### src/rtl/mdu_pkg.sv
// Shared MDU opcode and state encodings, operation latencies and a magnitude helper.
package mdu_pkg;

    typedef enum logic [3:0] {
        NOP   = 4'd0,
        MULT  = 4'd1,
        MULTU = 4'd2,
        DIV   = 4'd3,
        DIVU  = 4'd4,
        MFHI  = 4'd5,
        MFLO  = 4'd6,
        MTHI  = 4'd7,
        MTLO  = 4'd8,
        MUL   = 4'd9
    } mdu_op_t;

    localparam int unsigned MDU_MUL_LAT = 3;
    localparam int unsigned MDU_DIV_LAT = 34;

    typedef enum logic [1:0] {
        IDLE,
        MUL_RUN,
        DIV_RUN
    } mdu_state_t;

    function automatic logic [31:0] mdu_abs(input logic [31:0] v, input logic is_signed);
        return (is_signed && v[31]) ? (~v + 32'd1) : v;
    endfunction

endpackage

### src/rtl/mdu_div_radix2.sv
// Radix-2 restoring divider on operand magnitudes with a final sign-fix cycle.
// done pulses for one cycle once quotient/remainder are valid; abort drops any run.
module mdu_div_radix2
    import mdu_pkg::*;
(
    input  logic        clk,
    input  logic        reset,
    input  logic        start,
    input  logic        abort,
    input  logic        is_signed,
    input  logic [31:0] dividend,
    input  logic [31:0] divisor,
    output logic        done,
    output logic [31:0] quotient,
    output logic [31:0] remainder
);

    typedef enum logic [1:0] {PH_IDLE, PH_ITER, PH_FIX, PH_DONE} phase_t;

    phase_t      phase;
    logic [4:0]  iter;
    logic [31:0] rem, quot, dvsr, dvnd_raw;
    logic        q_neg, r_neg, dvsr_zero;
    logic [32:0] rem_sh, diff;

    // quot doubles as the dividend shift register: its MSB feeds the partial remainder
    always_comb begin
        rem_sh = {rem, quot[31]};
        diff   = rem_sh - {1'b0, dvsr};
    end

    always_ff @(posedge clk) begin
        if (reset || abort) begin
            phase <= PH_IDLE;
            done  <= 1'b0;
        end else begin
            case (phase)
                PH_IDLE: begin
                    if (start) begin
                        rem       <= '0;
                        quot      <= mdu_abs(dividend, is_signed);
                        dvsr      <= mdu_abs(divisor, is_signed);
                        q_neg     <= is_signed & (dividend[31] ^ divisor[31]);
                        r_neg     <= is_signed & dividend[31];
                        dvsr_zero <= (divisor == '0);
                        dvnd_raw  <= dividend;
                        iter      <= '0;
                        phase     <= PH_ITER;
                    end
                end
                PH_ITER: begin
                    if (!diff[32]) begin
                        rem  <= diff[31:0];
                        quot <= {quot[30:0], 1'b1};
                    end else begin
                        rem  <= rem_sh[31:0];
                        quot <= {quot[30:0], 1'b0};
                    end
                    iter <= iter + 5'd1;
                    if (iter == 5'(MDU_DIV_LAT - 3))
                        phase <= PH_FIX;
                end
                PH_FIX: begin
                    if (dvsr_zero) begin
                        quotient  <= '1;
                        remainder <= dvnd_raw;
                    end else begin
                        quotient  <= q_neg ? (~quot + 32'd1) : quot;
                        remainder <= r_neg ? (~rem + 32'd1) : rem;
                    end
                    done  <= 1'b1;
                    phase <= PH_DONE;
                end
                PH_DONE: begin
                    done  <= 1'b0;
                    phase <= PH_IDLE;
                end
                default: phase <= PH_IDLE;
            endcase
        end
    end

endmodule

### src/rtl/mdu_core.sv
// Iterative multiply/divide core owning HI/LO with a 2-deep rollback history.
// Optional MDU_DIV_ZERO_FAST_EN: divide by zero writes HI/LO at accept with no busy period.
module mdu_core
    import mdu_pkg::*;
(
    input  logic        clk,
    input  logic        reset,
    input  logic [31:0] a,
    input  logic [31:0] b,
    input  logic [3:0]  MDUOp,
    input  logic        start,
    input  logic        mt_en,
    output logic [31:0] highReg,
    output logic [31:0] lowReg,
    output logic [31:0] mul_result,
    output logic        busy,
    input  logic        recover,
    input  logic [1:0]  recover_num
);

    mdu_state_t  state;
    mdu_op_t     op;
    logic        accept, is_mul_op, is_div_op, div_fast, div_start, div_done, mul_last;
    logic [31:0] div_q, div_r;
    logic [1:0]  mul_stage;
    logic [31:0] mul_a, mul_b;
    logic        mul_neg, mul_only;
    logic [31:0] pp_ll, pp_lh, pp_hl, pp_hh;
    logic [63:0] pp_sum, mul_prod;
    logic [63:0] hist [2];
    logic [1:0]  hist_cnt, rec_req, rec_n;
    logic        hl_wr;
    logic [63:0] hl_new;

    assign op        = mdu_op_t'(MDUOp);
    assign accept    = start & ~busy & ~recover;
    assign is_mul_op = op inside {MULT, MULTU, MUL};
    assign is_div_op = op inside {DIV, DIVU};
`ifdef MDU_DIV_ZERO_FAST_EN
    assign div_fast  = (b == '0);
`else
    assign div_fast  = 1'b0;
`endif
    assign div_start = accept & is_div_op & ~div_fast;
    assign mul_last  = (state == MUL_RUN) && (mul_stage == 2'(MDU_MUL_LAT - 1));
    assign pp_sum    = {32'b0, pp_ll} + {16'b0, pp_lh, 16'b0} + {16'b0, pp_hl, 16'b0} + {pp_hh, 32'b0};

    always_comb begin
        rec_req = (recover_num == 2'd3) ? 2'd2 : recover_num;
        rec_n   = (rec_req > hist_cnt) ? hist_cnt : rec_req;
    end

    always_comb begin
        hl_wr  = 1'b0;
        hl_new = {highReg, lowReg};
        if (accept && mt_en && op == MTHI) begin
            hl_wr  = 1'b1;
            hl_new = {a, lowReg};
        end else if (accept && mt_en && op == MTLO) begin
            hl_wr  = 1'b1;
            hl_new = {highReg, a};
        end else if (accept && is_div_op && div_fast) begin
            hl_wr  = 1'b1;
            hl_new = {a, 32'hFFFF_FFFF};
        end else if (mul_last && !mul_only) begin
            hl_wr  = 1'b1;
            hl_new = mul_prod;
        end else if (state == DIV_RUN && div_done) begin
            hl_wr  = 1'b1;
            hl_new = {div_r, div_q};
        end
    end

    mdu_div_radix2 u_div (
        .clk       (clk),
        .reset     (reset),
        .start     (div_start),
        .abort     (recover),
        .is_signed (op == DIV),
        .dividend  (a),
        .divisor   (b),
        .done      (div_done),
        .quotient  (div_q),
        .remainder (div_r)
    );

    always_ff @(posedge clk) begin
        if (reset) begin
            state      <= IDLE;
            busy       <= 1'b0;
            highReg    <= '0;
            lowReg     <= '0;
            mul_result <= '0;
            hist_cnt   <= '0;
            mul_stage  <= '0;
        end else if (recover) begin
            // Abort wins over any completion this cycle; restore the deepest popped entry
            state <= IDLE;
            busy  <= 1'b0;
            case (rec_n)
                2'd1: begin
                    {highReg, lowReg} <= hist[0];
                    hist[0]           <= hist[1];
                    hist_cnt          <= hist_cnt - 2'd1;
                end
                2'd2: begin
                    {highReg, lowReg} <= hist[1];
                    hist_cnt          <= hist_cnt - 2'd2;
                end
                default: ;
            endcase
        end else begin
            if (hl_wr) begin
                hist[1]           <= hist[0];
                hist[0]           <= {highReg, lowReg};
                {highReg, lowReg} <= hl_new;
                if (hist_cnt != 2'd2)
                    hist_cnt <= hist_cnt + 2'd1;
            end
            case (state)
                IDLE: begin
                    if (accept && is_mul_op) begin
                        state     <= MUL_RUN;
                        busy      <= 1'b1;
                        mul_stage <= '0;
                        mul_a     <= mdu_abs(a, op != MULTU);
                        mul_b     <= mdu_abs(b, op != MULTU);
                        mul_neg   <= (op != MULTU) & (a[31] ^ b[31]);
                        mul_only  <= (op == MUL);
                    end else if (div_start) begin
                        state <= DIV_RUN;
                        busy  <= 1'b1;
                    end
                end
                MUL_RUN: begin
                    mul_stage <= mul_stage + 2'd1;
                    if (mul_stage == 2'd0) begin
                        pp_ll <= {16'b0, mul_a[15:0]}  * {16'b0, mul_b[15:0]};
                        pp_lh <= {16'b0, mul_a[15:0]}  * {16'b0, mul_b[31:16]};
                        pp_hl <= {16'b0, mul_a[31:16]} * {16'b0, mul_b[15:0]};
                        pp_hh <= {16'b0, mul_a[31:16]} * {16'b0, mul_b[31:16]};
                    end else if (mul_stage == 2'd1) begin
                        mul_prod <= mul_neg ? (~pp_sum + 64'd1) : pp_sum;
                    end
                    if (mul_last) begin
                        if (mul_only)
                            mul_result <= mul_prod[31:0];
                        state <= IDLE;
                        busy  <= 1'b0;
                    end
                end
                DIV_RUN: begin
                    if (div_done) begin
                        state <= IDLE;
                        busy  <= 1'b0;
                    end
                end
                default: state <= IDLE;
            endcase
        end
    end

endmodule

### config.mk
export PLATFORM = sky130hd
export DESIGN_NAME = mdu_core
export DESIGN_NICKNAME = d
export VERILOG_FILES = /design/src/rtl/mdu_pkg.sv /design/src/rtl/mdu_div_radix2.sv /design/src/rtl/mdu_core.sv
export SDC_FILE = /design/constraint.sdc
export NUM_CORES = 2
export LEC_CHECK = 0
export CAP_MARGIN = 10
export CORE_UTILIZATION = 65
export DETAILED_ROUTE_END_ITERATION = 16
export PLACE_DENSITY = 0.87
export SLEW_MARGIN = 0
export SYNTH_ARGS = -nofsm -noshare
export SYNTH_HDL_FRONTEND = slang
export SYNTH_HIERARCHICAL = 1
export SYNTH_SLANG_ARGS = --single-unit
### constraint.sdc
create_clock -name clk -period 9.4 [get_ports clk]
set_input_delay 1.41 -clock clk [delete_from_list [all_inputs] [get_ports clk]]
set_output_delay 1.41 -clock clk [all_outputs]
set_load 0.03 [all_outputs]
# [Yosys cells after proc, flatten, opt, wreduce, memory -nomap -nowiden]
# Memories as Yosys holds them, arrays and structs flattened.
# Cells that the tools add are included.
[op_classes] bitwise_logic=18 n_eq_ne=29 multipliers=4 magnitude_cmp=1 n_addsub=14 n_reduce_logical=42 n_mux=61
[op_table] cell="$mux W32" n=14
[op_table] cell="$mux W64" n=6
[op_table] cell="$pmux W32 S2" n=4
[op_table] cell="$add A32 B1 Y32 const B" n=4
[op_table] cell="$mul A16 B16 Y32" n=4
[op_table] cell="$not A32 Y32" n=4
[op_table] cell="$add A50 B64 Y64" n=1
[op_table] cell="$add A64 B1 Y64 const B" n=1
[op_table] cell="$not A64 Y64" n=1
[op_table] cell="$add A49 B48 Y50" n=1
[op_table] cell="$add A32 B48 Y49" n=1
[op_table] cell="$sub A33 B32 Y33" n=1
[op_table] cell="$logic_not A32 Y1" n=1
[op_table] cell="$mux W2" n=12
[op_table] cell="$reduce_and A4 Y1" n=6
[op_table] cell="$mux W1" n=17
[op_table] cell="$reduce_and A3 Y1" n=5
[op_table] cell="$eq A2 B2 Y1 const B" n=6
[op_table] cell="$reduce_bool A2 Y1" n=6
[op_table] cell="$logic_and A1 B1 Y1" n=11
[op_table] cell="$ne A2 B2 Y1 const B" n=5
[op_table] cell="$pmux W5 S2" n=1
[op_table] cell="$eq A2 B1 Y1 const B" n=4
[op_table] cell="$eq A4 B2 Y1 const B" n=2
[op_table] cell="other kinds (31)" n=51
[totals] out_inout_bits=97 mem_count=1 ram_bits=128 reg_bits=564
[mem_list] name="hist" words=2 width=64 read_ports=2 rd_ports_with_merged_regs=0 write_ports=2 line_no="mdu_core.sv:30" text="logic [63:0] hist [2];"

# [Longest topological paths before layout]
[depth] ltp_word=12 depth_mapped=26 depth_no_buf=25

# [By module]
# Netlist, hierarchy kept.
[by_module_without_submodules] module="mdu_core" cells_each=6172 n_inst=1 area_per_inst_um2=58056.9
[by_module_without_submodules] module="mdu_div_radix2" cells_each=1163 n_inst=1 area_per_inst_um2=11873.9

# [Least setup slack after synthesis]
# Ideal clock, no wire load.
[synth_timing] path_kind="reg2reg" from="register mul_a[24]" to="register pp_hh[31], data pin" path_slack_ns=2.550 stages_incl_launch_ff=24 arrival_time_ns=6.590 required_ns=9.140 cell_sequence="edfxtp_1 > clkbuf_1 > and2_1 > fa_1 > inv_1 > fa_1 > fa_1 > inv_1 > fa_1 > fa_1 > inv_1 > fa_1 > inv_1 > ha_1 > a2111o_1 > a21oi_1 > a21boi_0 > a211oi_1 > o31ai_1 > o21ai_0 > or4_1 > a31oi_1 > o21ai_0 > xnor2_1"
[synth_between] elab_chain_len=1
[synth_lines] item="start: declaration" line_no="mdu_core.sv:26" text="logic [31:0] mul_a, mul_b;"
[synth_lines] item="start signal: assignment" line_no="mdu_core.sv:126" text="mul_a <= mdu_abs(a, op != MULTU);"
[synth_lines] item="$mul A16 B16 Y32" line_no="mdu_core.sv:141" text="pp_hh <= {16'b0, mul_a[31:16]} * {16'b0, mul_b[31:16]};"
[synth_lines] item="end signal: assignment" line_no="mdu_core.sv:141"
[synth_lines] item="end: declaration" line_no="mdu_core.sv:28" text="logic [31:0] pp_ll, pp_lh, pp_hl, pp_hh;"
# No other way between the ends.
# A chain may end at the register's enable or synchronous reset.

# [Final worst setup path]
# Ends and elaborated chain as after synthesis.

==> results.yml <==
run_status:
  outcome: "finished, final reports clean"
sta:
  setup_viol: 0
  hold_violations: 0
  fin_ws_ps: 1210
  finalClockSkew_ps: 40.8
  fin_crit_sh: 0.871
  timing.fmax_mhz: 122
  drv_slew: 0
  min_period_ps: 8190
  slew_headroom: 0.0646
  rsz0062_at_grt: "no"
  max_slew.worst_pin.slew_ps: 1400
  tns_ps: 0
cts:
  clk_latency_ps: 680
  cts_setup_buffers: 0
  cts-root-buf: "clkbuf_16"
  cts.path.max_buffers: 3
  cts_tree: "yes"
  htree_levels: 3
  numCtsBuffers: 75
  clk_pin_slew_worst_paths_ps: 70
  cts_num_sinks: 692
  hold_buffers: 0
  cts_resized: 0
global_routing:
  grt_pass1_wl_mm: 314
  grt_pass1_vias: 56800
  grt_max_degree: 80
  antenna_found_initial: 12
  grt_util_all_layers: 0.378
  grt-ovfl-total: 0
power_and_ir_drop:
  irDropWorstVdd_v: 0.000116
  powerDensity_nw_per_um2: 124
  p_leak_uw: 0.0330
logic_synthesis:
  ys_seq_elements: 692
  syn_inst: 7335
  synthArstFlopShare: 0
  syn_area_per_cell_sq_um: 9.53
  synth_edf_count: 586
  synthesis.area_sq_um: 69900
  yosysTopAreaCellShare: 0.252
  synth_ff_type: "edfxtp_1"
  synth_seq_area_share: 0.282
  yosys.cell_types.count: 98
  yosysWarnings: 6
  synth.largest_area_cell: "edfxtp_1"
  ys_top_cells_by_area: "edfxtp_1 (25%), fa_1 (23%), ha_1 (9.0%)"
  syn_nets: 8724
die:
  rows: 119
  ios: 172
  dieArea_sq_um: 109000
  die_w_um: 330
  fp.coreArea_sq_um: 106000
  start_util: 0.660
  die_h_um: 330
worst_setup_path:
  path_class: "register to register"
  worstPathMaxFanout: 32
  cp-start-kind: "register"
  crit_start: "mul_a[24]"
  reg2reg_from: "mul_a[24]"
  critPathRequiredTime_ps: 9800
  worstPathArrival_ps: 8590
  cp-end-kind: "register"
cells_and_area:
  area_growth_pct: 8.07
  postLayoutCellArea_sq_um: 75600
  final_cell_mix: "nand2_1 (1287), inv_1 (1001), fa_1 (810)"
  final_common_cell: "nand2_1"
  fillers: 7161
  regMostFlops: "hist"
  fin_cells: 8776
  largest_reg_flops: 128
  fin_util: 0.713
  reg.largest.list: "hist (128), mul_prod (64)"
  drive_gt1_frac: 0.0462
  nNetsFinal: 8707
  multi_input_area_sq_um: 45200
  regArea_sq_um: 19700
drt:
  drtAntennaViolNets: 0
  vias: 55500
  drt_iter0_drc: 6254
  totalWireLength_mm: 203
  via_per_inst: 6.32
  routedWlPerCell_um: 23.1
  dr.pass1.iters: 8
  drc: 0
place:
  dp_hpwl_mm: 148
  dpl_worst_slack_ps: 1410
  io_buffer_count: 171
  gp_congestion: 1.00
  postPlaceCellArea_sq_um: 72900
  dp.cells: 8631
job:
  drv_cap: 0
worst_hold_path:
  min_from: "hist[0][3]"
  hold_class: "register to register"
==> synthesized netlist by cell type (34+ instances only) <==
| cell type | number |
|---|---|
| mux2i_1 | 46 |
| fa_1 | 810 |
| ha_1 | 504 |
| a21oi_1 | 282 |
| or3_1 | 34 |
| edfxtp_1 | 586 |
| clkbuf_1 | 350 |
| inv_1 | 1002 |
| a21o_1 | 50 |
| nand2_1 | 1288 |
| o21ai_0 | 253 |
| a221oi_1 | 38 |
| o31ai_1 | 49 |
| nand3_1 | 53 |
| xor2_1 | 158 |
| and2_1 | 502 |
| a211oi_1 | 64 |
| nor2_1 | 251 |
| nor3_1 | 80 |
| xnor2_1 | 244 |
| and3_1 | 43 |
| o21bai_1 | 34 |
| dfxtp_1 | 106 |
==> critical path, cell delays in order, from the launching register on <==
cell,delay [ps]
edfxtp_1,1200
nand2_1,190
fa_1,560
fa_1,490
fa_1,460
fa_1,490
inv_1,60
fa_1,530
inv_1,50
fa_1,480
inv_1,50
ha_1,340
a2111o_1,450
a21oi_1,170
a21boi_0,410
a211oi_1,250
o31ai_1,490
o21ai_0,250
or4_1,440
a31oi_1,250
o21ai_0,150
xnor2_1,130
==> layout make-up <==
type / instances / share of cell area
clock inverter: 47 / 0.00816
clock buffer: 92 / 0.0272
tap: 1391 / 0.0230
timing repair buffer: 270 / 0.0327
multi-input combinational: 5276 / 0.598
sequential: 692 / 0.261
antenna: 5 / 0.000166
inverter: 1003 / 0.0499
==> cells by family after synthesis <==
kind of cell,Yosys count,synth area share
flops,692,0.282
xor+xnor,403,0.0506
simple gates,2435,0.164
compound gates,1045,0.0964
fa+ha+maj,1314,0.322
mux,79,0.0119
buf+inv,1367,0.0734
==> metal layers <==
| layer | global-route usage | vias up | wire (um) |
|---|---|---|---|
| li1 | - | 24000 | - |
| met1 | 0.457 | 27000 | 70200 |
| met2 | 0.598 | 3592 | 91900 |
| met3 | 0.0960 | 878 | 24500 |
| met4 | 0.262 | 12 | 16000 |
| met5 | 0 | - | 86 |
==> power by group <==
part | total, uW | switching (uW) | leakage [uW] | internal, uW
logic | 2510 | 1600 | 0.0255 | 907
registers | 3590 | 84.0 | 0.00618 | 3510
clock network | 3280 | 1390 | 0.00129 | 1890
==> final timing paths <==
kind | end | slack, ps | cells past startpoint
max | pp_hh[31] | 1210 | 21
min | hist[1][3] | 450 | 0
max reg2reg | pp_hh[31] | 1210 | 21
min reg2reg | hist[1][3] | 450 | 0
==> through the flow <==
step	hold slack [ps]	power, uW
floorplan	426	5230
global placement	431	5970
detailed placement	431	6060
CTS	441	9280
global route	455	9700
finish	450	9370
Note: power is estimated with default switching activity, not from simulation.
